--- config.mk ---
export PLATFORM = sky130hd
export DESIGN_NAME = single_port_ram_be
export DESIGN_NICKNAME = d
export VERILOG_FILES = /design/src/rtl/single_port_ram_be.sv
export SDC_FILE = /design/constraint.sdc
export NUM_CORES = 2
export LEC_CHECK = 0
export CAP_MARGIN = 30
export CORE_UTILIZATION = 34
export CTS_BUF_LIST = sky130_fd_sc_hd__clkbuf_4
export DETAILED_ROUTE_END_ITERATION = 10
export PLACE_DENSITY_LB_ADDON = 0.3
export SETUP_SLACK_MARGIN = 0.3
export SLEW_MARGIN = 5
export SYNTH_ARGS = -nofsm -noshare
export SYNTH_HDL_FRONTEND = slang
export SYNTH_SLANG_ARGS = --single-unit
--- constraint.sdc ---
create_clock -name clk -period 10.25 [get_ports clk]
set_input_delay 1.5375 -clock clk [delete_from_list [all_inputs] [get_ports clk]]
set_output_delay 1.5375 -clock clk [all_outputs]
set_load 0.005 [all_outputs]
--- src/rtl/single_port_ram_be.sv ---
// Parameterised single-port RAM with per-byte write enables, selectable
// read-during-write behaviour, an optional output pipeline stage and a
// hardware clear sweep that zeroes the array after reset or on request.
// Optional feature macro: SINGLE_PORT_RAM_BE_PARITY_EN. It adds per-byte
// even parity storage, the par_err output and the inj_err input.
module single_port_ram_be #(
  parameter int DATA_W  = 16,
  parameter int ADDR_W  = 8,
  parameter int RD_MODE = 0,
  parameter int OUT_REG = 0
) (
  input  logic                clk,
  input  logic                rst,
  input  logic                en,
  input  logic                we,
  input  logic [DATA_W/8-1:0] be,
  input  logic [ADDR_W-1:0]   addr,
  input  logic [DATA_W-1:0]   din,
  input  logic                clr,
`ifdef SINGLE_PORT_RAM_BE_PARITY_EN
  input  logic                inj_err,
  output logic [DATA_W/8-1:0] par_err,
`endif
  output logic [DATA_W-1:0]   dout,
  output logic                rd_valid,
  output logic                busy
);

  localparam int NB    = DATA_W / 8;
  localparam int DEPTH = 2 ** ADDR_W;
  localparam logic [ADDR_W-1:0] PTR_LAST = {ADDR_W{1'b1}};

  typedef enum logic [0:0] {
    ST_CLEAR = 1'b0,
    ST_IDLE  = 1'b1
  } state_t;

  state_t              state_r;
  logic [ADDR_W-1:0]   ptr_r;
  logic                busy_r;
  logic [DATA_W-1:0]   mem_r [DEPTH];

  logic                acc_s;
  logic                rd_req_s;
  logic                wr_req_s;
  logic [DATA_W-1:0]   old_s;
  logic [DATA_W-1:0]   merged_s;
  logic                mem_we_s;
  logic [ADDR_W-1:0]   mem_waddr_s;
  logic [DATA_W-1:0]   mem_wdata_s;

  logic [DATA_W-1:0]   dout1_r;
  logic                valid1_r;

  // Qualify user accesses (clr and the sweep win) and build the byte-merged write word
  always_comb begin
    old_s    = mem_r[addr];
    merged_s = old_s;
    for (int i = 0; i < NB; i++) begin
      if (be[i]) begin
        merged_s[8*i +: 8] = din[8*i +: 8];
      end else begin
        merged_s[8*i +: 8] = old_s[8*i +: 8];
      end
    end
    acc_s    = (state_r == ST_IDLE) && en && !clr;
    rd_req_s = acc_s && !we;
    wr_req_s = acc_s && we;
    if (state_r == ST_CLEAR) begin
      mem_we_s    = 1'b1;
      mem_waddr_s = ptr_r;
      mem_wdata_s = {DATA_W{1'b0}};
    end else if (wr_req_s) begin
      mem_we_s    = 1'b1;
      mem_waddr_s = addr;
      mem_wdata_s = merged_s;
    end else begin
      mem_we_s    = 1'b0;
      mem_waddr_s = addr;
      mem_wdata_s = merged_s;
    end
  end

  // Clear sequencer: sweep zeros over every word, then serve user accesses
  always_ff @(posedge clk or posedge rst) begin
    if (rst) begin
      state_r <= ST_CLEAR;
      ptr_r   <= {ADDR_W{1'b0}};
      busy_r  <= 1'b1;
    end else begin
      case (state_r)
        ST_CLEAR: begin
          if (ptr_r == PTR_LAST) begin
            state_r <= ST_IDLE;
            busy_r  <= 1'b0;
          end else begin
            ptr_r <= ptr_r + ADDR_W'(1'b1);
          end
        end
        ST_IDLE: begin
          if (clr) begin
            state_r <= ST_CLEAR;
            ptr_r   <= {ADDR_W{1'b0}};
            busy_r  <= 1'b1;
          end
        end
        default: begin
          state_r <= ST_CLEAR;
          ptr_r   <= {ADDR_W{1'b0}};
          busy_r  <= 1'b1;
        end
      endcase
    end
  end

  // Storage array; contents are deliberately not reset, the sweep zeroes them
  always_ff @(posedge clk) begin
    if (mem_we_s) begin
      mem_r[mem_waddr_s] <= mem_wdata_s;
    end
  end

  // First output stage: read data, or the read-during-write value chosen by RD_MODE
  always_ff @(posedge clk or posedge rst) begin
    if (rst) begin
      dout1_r  <= {DATA_W{1'b0}};
      valid1_r <= 1'b0;
    end else begin
      valid1_r <= rd_req_s;
      if (rd_req_s) begin
        dout1_r <= old_s;
      end else if (wr_req_s) begin
        case (RD_MODE)
          32'sd0:  dout1_r <= old_s;
          32'sd1:  dout1_r <= merged_s;
          default: dout1_r <= dout1_r;
        endcase
      end
    end
  end

`ifdef SINGLE_PORT_RAM_BE_PARITY_EN
  // Even parity of every byte of a word
  function automatic logic [NB-1:0] byte_par(input logic [DATA_W-1:0] w);
    logic [NB-1:0] p;
    p = {NB{1'b0}};
    for (int i = 0; i < NB; i++) begin
      p[i] = ^w[8*i +: 8];
    end
    return p;
  endfunction

  logic [NB-1:0] par_mem_r [DEPTH];
  logic [NB-1:0] par_old_s;
  logic [NB-1:0] par_new_s;
  logic [NB-1:0] par_wdata_s;
  logic [NB-1:0] perr1_r;

  // Parity of the merged word; enabled bytes may be deliberately corrupted
  always_comb begin
    par_old_s   = par_mem_r[addr];
    par_new_s   = byte_par(merged_s);
    par_wdata_s = par_old_s;
    if (state_r == ST_CLEAR) begin
      par_wdata_s = {NB{1'b0}};
    end else begin
      for (int i = 0; i < NB; i++) begin
        if (be[i]) begin
          par_wdata_s[i] = par_new_s[i] ^ inj_err;
        end else begin
          par_wdata_s[i] = par_old_s[i];
        end
      end
    end
  end

  // Parity storage follows the data array write for write
  always_ff @(posedge clk) begin
    if (mem_we_s) begin
      par_mem_r[mem_waddr_s] <= par_wdata_s;
    end
  end

  // Per-byte parity check on reads, aligned with the first output stage
  always_ff @(posedge clk or posedge rst) begin
    if (rst) begin
      perr1_r <= {NB{1'b0}};
    end else if (rd_req_s) begin
      perr1_r <= par_old_s ^ byte_par(old_s);
    end else begin
      perr1_r <= {NB{1'b0}};
    end
  end
`endif

  generate
    if (OUT_REG != 0) begin : g_out_reg
      logic [DATA_W-1:0] dout2_r;
      logic              valid2_r;
`ifdef SINGLE_PORT_RAM_BE_PARITY_EN
      logic [NB-1:0]     perr2_r;

      // Extra pipeline stage for the parity flags
      always_ff @(posedge clk or posedge rst) begin
        if (rst) begin
          perr2_r <= {NB{1'b0}};
        end else begin
          perr2_r <= perr1_r;
        end
      end
      assign par_err = perr2_r;
`endif

      // Extra pipeline stage for data and valid
      always_ff @(posedge clk or posedge rst) begin
        if (rst) begin
          dout2_r  <= {DATA_W{1'b0}};
          valid2_r <= 1'b0;
        end else begin
          dout2_r  <= dout1_r;
          valid2_r <= valid1_r;
        end
      end
      assign dout     = dout2_r;
      assign rd_valid = valid2_r;
    end else begin : g_no_out_reg
`ifdef SINGLE_PORT_RAM_BE_PARITY_EN
      assign par_err = perr1_r;
`endif
      assign dout     = dout1_r;
      assign rd_valid = valid1_r;
    end
  endgenerate

  assign busy = busy_r;

endmodule

Word level (Yosys, flattened, before mapping):

Memory sizes are Yosys's and may differ from the RTL's.
Index checks and enable logic that the tools add are counted.

* bits in latches: 0
* logic and storage cells: 40
* bits in registers: 27
* bits in writable memories: 4096
* output and inout port bits: 18
* memories: 1
* memory bits (read-only): 0

Memories
* mem_r: words 256, bits a word 16, rd ports 1, clocked after Yosys merged registers in 0, write ports 1, RTL line 41 `logic [DATA_W-1:0] mem_r [DEPTH];`

* equal/unequal tests: 4
* div/mod/pow operators: 0
* shift-type cells: 0
* reductions and logical operators: 9
* add/sub/neg operators: 1
* bitwise operators: 1
* $lt $le $gt $ge: 0
* mux-type cells: 19
* multiply operators: 0

Operators by type and width (count)
* $mux 16: 3
* $mux 8: 5
* $pmux 8 s2: 1
* $add 8x1->8 const B: 1
* $eq 8x8->1 const B: 1
* $mux 1: 8
* $logic_and 1x1->1: 4
* $ne 2x2->1 const B: 2
* $pmux 1 s2: 2
* $reduce_and 2->1: 2
* $logic_not 1->1: 2
* $ne 2x1->1 const B: 1
* $reduce_bool 2->1: 1
* $not 1->1: 1

Logic depth before layout (Yosys ltp):

* depth in word-level cells: 7
* depth in mapped cells: 13
* gate-level depth less buffers: 8

Worst setup path after synthesis:

Ideal clock, no wire load.

* path type: in2reg
* start point: input addr[1]
* end point: memory mem_r[0][10], data pin
* stages: 11
* setup time: 1.455 ns
* path buffers: 5
* required time: 8.795 ns
* slack: -0.762 ns
* data arrival time: 9.557 ns
* path through: buf_4 buf_4 clkinv_1 buf_2 buf_2 clkbuf_1 nand2_1 a311oi_1 o21ai_0 o21a_1 o21ai_1

* word-level cells in the longest chain between the ends: 3

RTL lines
* start, declared: RTL line 17 `input logic [ADDR_W-1:0] addr,`
* $mem_v2 256x16
* $mux 8: RTL line 60 `if (be[i]) begin`
* $mux 16: RTL line 69 `if (state_r == ST_CLEAR) begin`
* named net mem_wdata_s[10]: RTL line 50 `logic [DATA_W-1:0] mem_wdata_s;`
* end, declared: RTL line 41

The timed path passes the listed nets, and every way through them passes these cells.

Final worst setup path:

* start point: input addr[1]
* end point: memory mem_r[208][8], data pin

Same word-level chain as after synthesis.

==> key figures <==
Outcome
  – Outcome: finished with violations
  – Failing checks: max-slew violations

Clocking
  – Root buffer cell: clkbuf_4
  – Clk_lat worst skew: 1720 ps
  – Worst-path clk slew: 70 ps
  – Cts hold-fix bufs: 0
  – TritonCTS clock tree: done
  – Post-cts sizing count: 0
  – CTS Buf Count: 1146
  – Setup fix buffers added after clock tree synthesis: 0
  – Htree depth: 7
  – CTS max path bufs: 5
  – Clock sinks: 4123

Global route
  – Total gr overflow: 0
  – Largest net degree at the start of global routing: 257
  – Global-route wire length before repair: 666000 um
  – Met1 Use GR: 26.9%
  – GR peak layer: met2
  – Initial antenna violation count: 30
  – GRT Overall Usage: 20.3%
  – Met2 Use GR: 32.0%
  – GR Layer Usage met3: 4.58%
  – Vias in the first global route: 85400

Route
  – Drt pass-1 iters: 8
  – Drt total wl: 482000 um
  – Routed vias/inst: 5.53
  – Detail Route Antenna Nets: 0
  – DRC viols: 0
  – Vias: 84600
  – Starting DRT DRC Count: 11100
  – Routed len/inst: 31.5 um

Logic synthesis
  – Mapped Cells: 7177
  – Top-area cell type share of the netlist area: 77.4%
  – Number of synthesized register bits: 4123
  – Syn_nets: 7209
  – Sequential share of the synthesized area: 77.9%
  – Netlist Area Pre-Place: 159000 um2
  – Post-synthesis average cell area: 22.1 um2
  – Asr flop ratio synth: 0.655%
  – Cell taking the most area after synthesis: edfxtp_1
  – Post-synth EDFFs: 4096
  – Ys Warns: 0
  – Top cells by area, synth: edfxtp_1 77%, mux4_2 14%, mux2i_1 1.5%
  – Post-synth cell types: 78
  – Ys flop type: edfxtp_1

Flow run
  – Max-cap violations: 0

Worst setup path
  – Critical Path Fanout Max: 256
  – Type of the worst setup path: primary input to register
  – Element type at the critical path end: register
  – Worst R2R Start: mem_r[248][2]$_DFFE_PP_
  – Critical path required time: 11480 ps
  – Reg-to-reg endpoint: mem_r[192][2]$_DFFE_PP_
  – Critical Path AT: 7200 ps
  – FF-to-FF path depth: 8
  – Worst setup SP type: primary input
  – R2R Setup Slk: 5430 ps

Timing
  – RSZ-0062 raised after global routing: false
  – Worst Tran Pin Value: 1650 ps
  – Final hold vios: 0
  – Final TNS setup: 0 ps
  – Setup Viol. Count Final: 0
  – Final Max Tran Viols: 76
  – Fmax: 168 MHz
  – Clk_skew: 159 ps
  – Minimum clock period: 5970 ps
  – Worst-case headroom to the max-slew limit: -10.3%
  – Tcrit/Tclk final: 58.2%

Power and ir drop
  – Clock group share of total power: 39.5%
  – Sw Ratio: 23.9%
  – PD cells: 193 nW/um2
  – Internal Power: 26.8 mW
  – Leakage: 59.2 nW
  – Switching power: 8.40 mW
  – Combinational share of power: 7.2%
  – Max VDD drop: 113 uV
  – Total power: 35.2 mW
  – Sequential power share: 53.3%

Floorplanning
  – Core Box Area: 465000 um2
  – Die width: 686 um
  – Die Y: 686 um
  – Die ar.: 470000 um2
  – Starting Density: 34.2%
  – Ports: 49
  – Row count: 250

Layout
  – Layout cells sized above 1: 36.0%
  – Commonest non-fill, non-tap cell in the layout: edfxtp_1
  – Final instance area: 182000 um2
  – Layout Cells excl Fill: 15300
  – Area growth from synthesis to layout: 14.9%
  – NumNets Final: 8469
  – Most frequent cells in the layout: 4096 x edfxtp_1, 1609 x clkbuf_4, 987 x mux4_2, 409 x buf_4, 309 x nor2_1
  – Fin util: 39.3%

Place
  – Post-DP HPWL: 291000 um
  – Post-Place Cells: 13500
  – I/O Buffers: 48
  – Cell area after placement: 169000 um2
  – GP Congestion: 0.884

Worst hold path
  – Type of the tightest min-delay check: primary input to asynchronous set/reset pin
## worst max path at each step
stage / start / cells past startpoint / slack [ps] / end
floorplan: addr[1] / 11 / 2360 / mem_r[0][10]$_DFFE_PP_
global placement: addr[1] / 10 / 2430 / mem_r[240][3]$_DFFE_PP_
detailed placement: addr[1] / 11 / 2910 / mem_r[53][3]$_DFFE_PP_
CTS: addr[1] / 11 / 4700 / mem_r[19][3]$_DFFE_PP_
global route: addr[1] / 12 / 4440 / mem_r[245][8]$_DFFE_PP_
finish: addr[1] / 12 / 4280 / mem_r[208][8]$_DFFE_PP_
## logic make-up after synthesis
group / count (synthesis) / synth area share (%)
compound gates: 592 / 2.62
simple gates: 780 / 2.12
mux: 1248 / 15.7
flops: 4123 / 77.9
xor+xnor: 6 / 0.0331
fa+ha+maj: 1 / 0.00788
buf+inv: 427 / 1.67
## power by group through the flow
stage | registers (mW) | logic [mW] | clock network, mW
finish | 18.8 | 2.52 | 13.9
global route | 18.8 | 2.56 | 15.0
CTS | 18.8 | 2.48 | 14.2
detailed placement | 19.1 | 2.48 | 0
global placement | 19.1 | 2.44 | 0
floorplan | 19.1 | 1.32 | 0
## worst max-delay path: stages
cell and delay [ps]:
buf_8 230, buf_12 310, inv_6 600, buf_12 390
nor2_1 100, nor2_1 680, o22ai_1 260, a2111oi_1 610
clkdlybuf4s15_2 370, a311o_1 400, a32o_4 300, buf_12 720
## Yosys cell counts (all sizes together), types with 6 or more instances
cell type	count
edfxtp	4096
mux4	990
nor2	355
buf	261
mux2i	235
nand2	222
clkbuf	157
a22oi	138
o22ai	112
a21oi	95
nand3	56
o21ai	44
a211oi	31
nor3	30
dfrtp	26
mux2	23
a31oi	21
nor4	21
a32o	20
nand2b	19
and2	18
nor2b	18
a221oi	17
o211ai	15
a22o	11
and3	11
o221ai	11
o32ai	10
a32oi	7
a41oi	7
inv	7
o2111ai	7
o41ai	7
or2	7
or4	7
a2111oi	6
or3	6
## per-layer routing
layer,vias to the layer above,routed length [um]
met5,-,42
met4,6,20500
met3,965,42400
met2,4811,229000
met1,45300,190000
li1,33500,-
## flip-flops by register name, indices dropped and copies added (netlist names)
name / cells
busy: 1
state_r: 1
ptr_r: 8
rd_valid: 1
dout: 16
mem_r: 4096
## through the flow
stage               hold WS, ps  setup slack, ps
finish                      268             4280
CTS                        93.0             4700
detailed placement          469             2910
global route                226             4440
floorplan                   463             2360
global placement            463             2430
## area by class of cell
class                      count  area (um2)
clock inverter               204        1010
timing repair buffer         530        4780
fill                       41700      282000
sequential                  4123      124000
multi-input combinational   2627       33100
tap                         6174        7720
antenna                       30        75.1
inverter                       9        45.0
clock buffer                1609       12100
(Power assumes the default switching activity.)
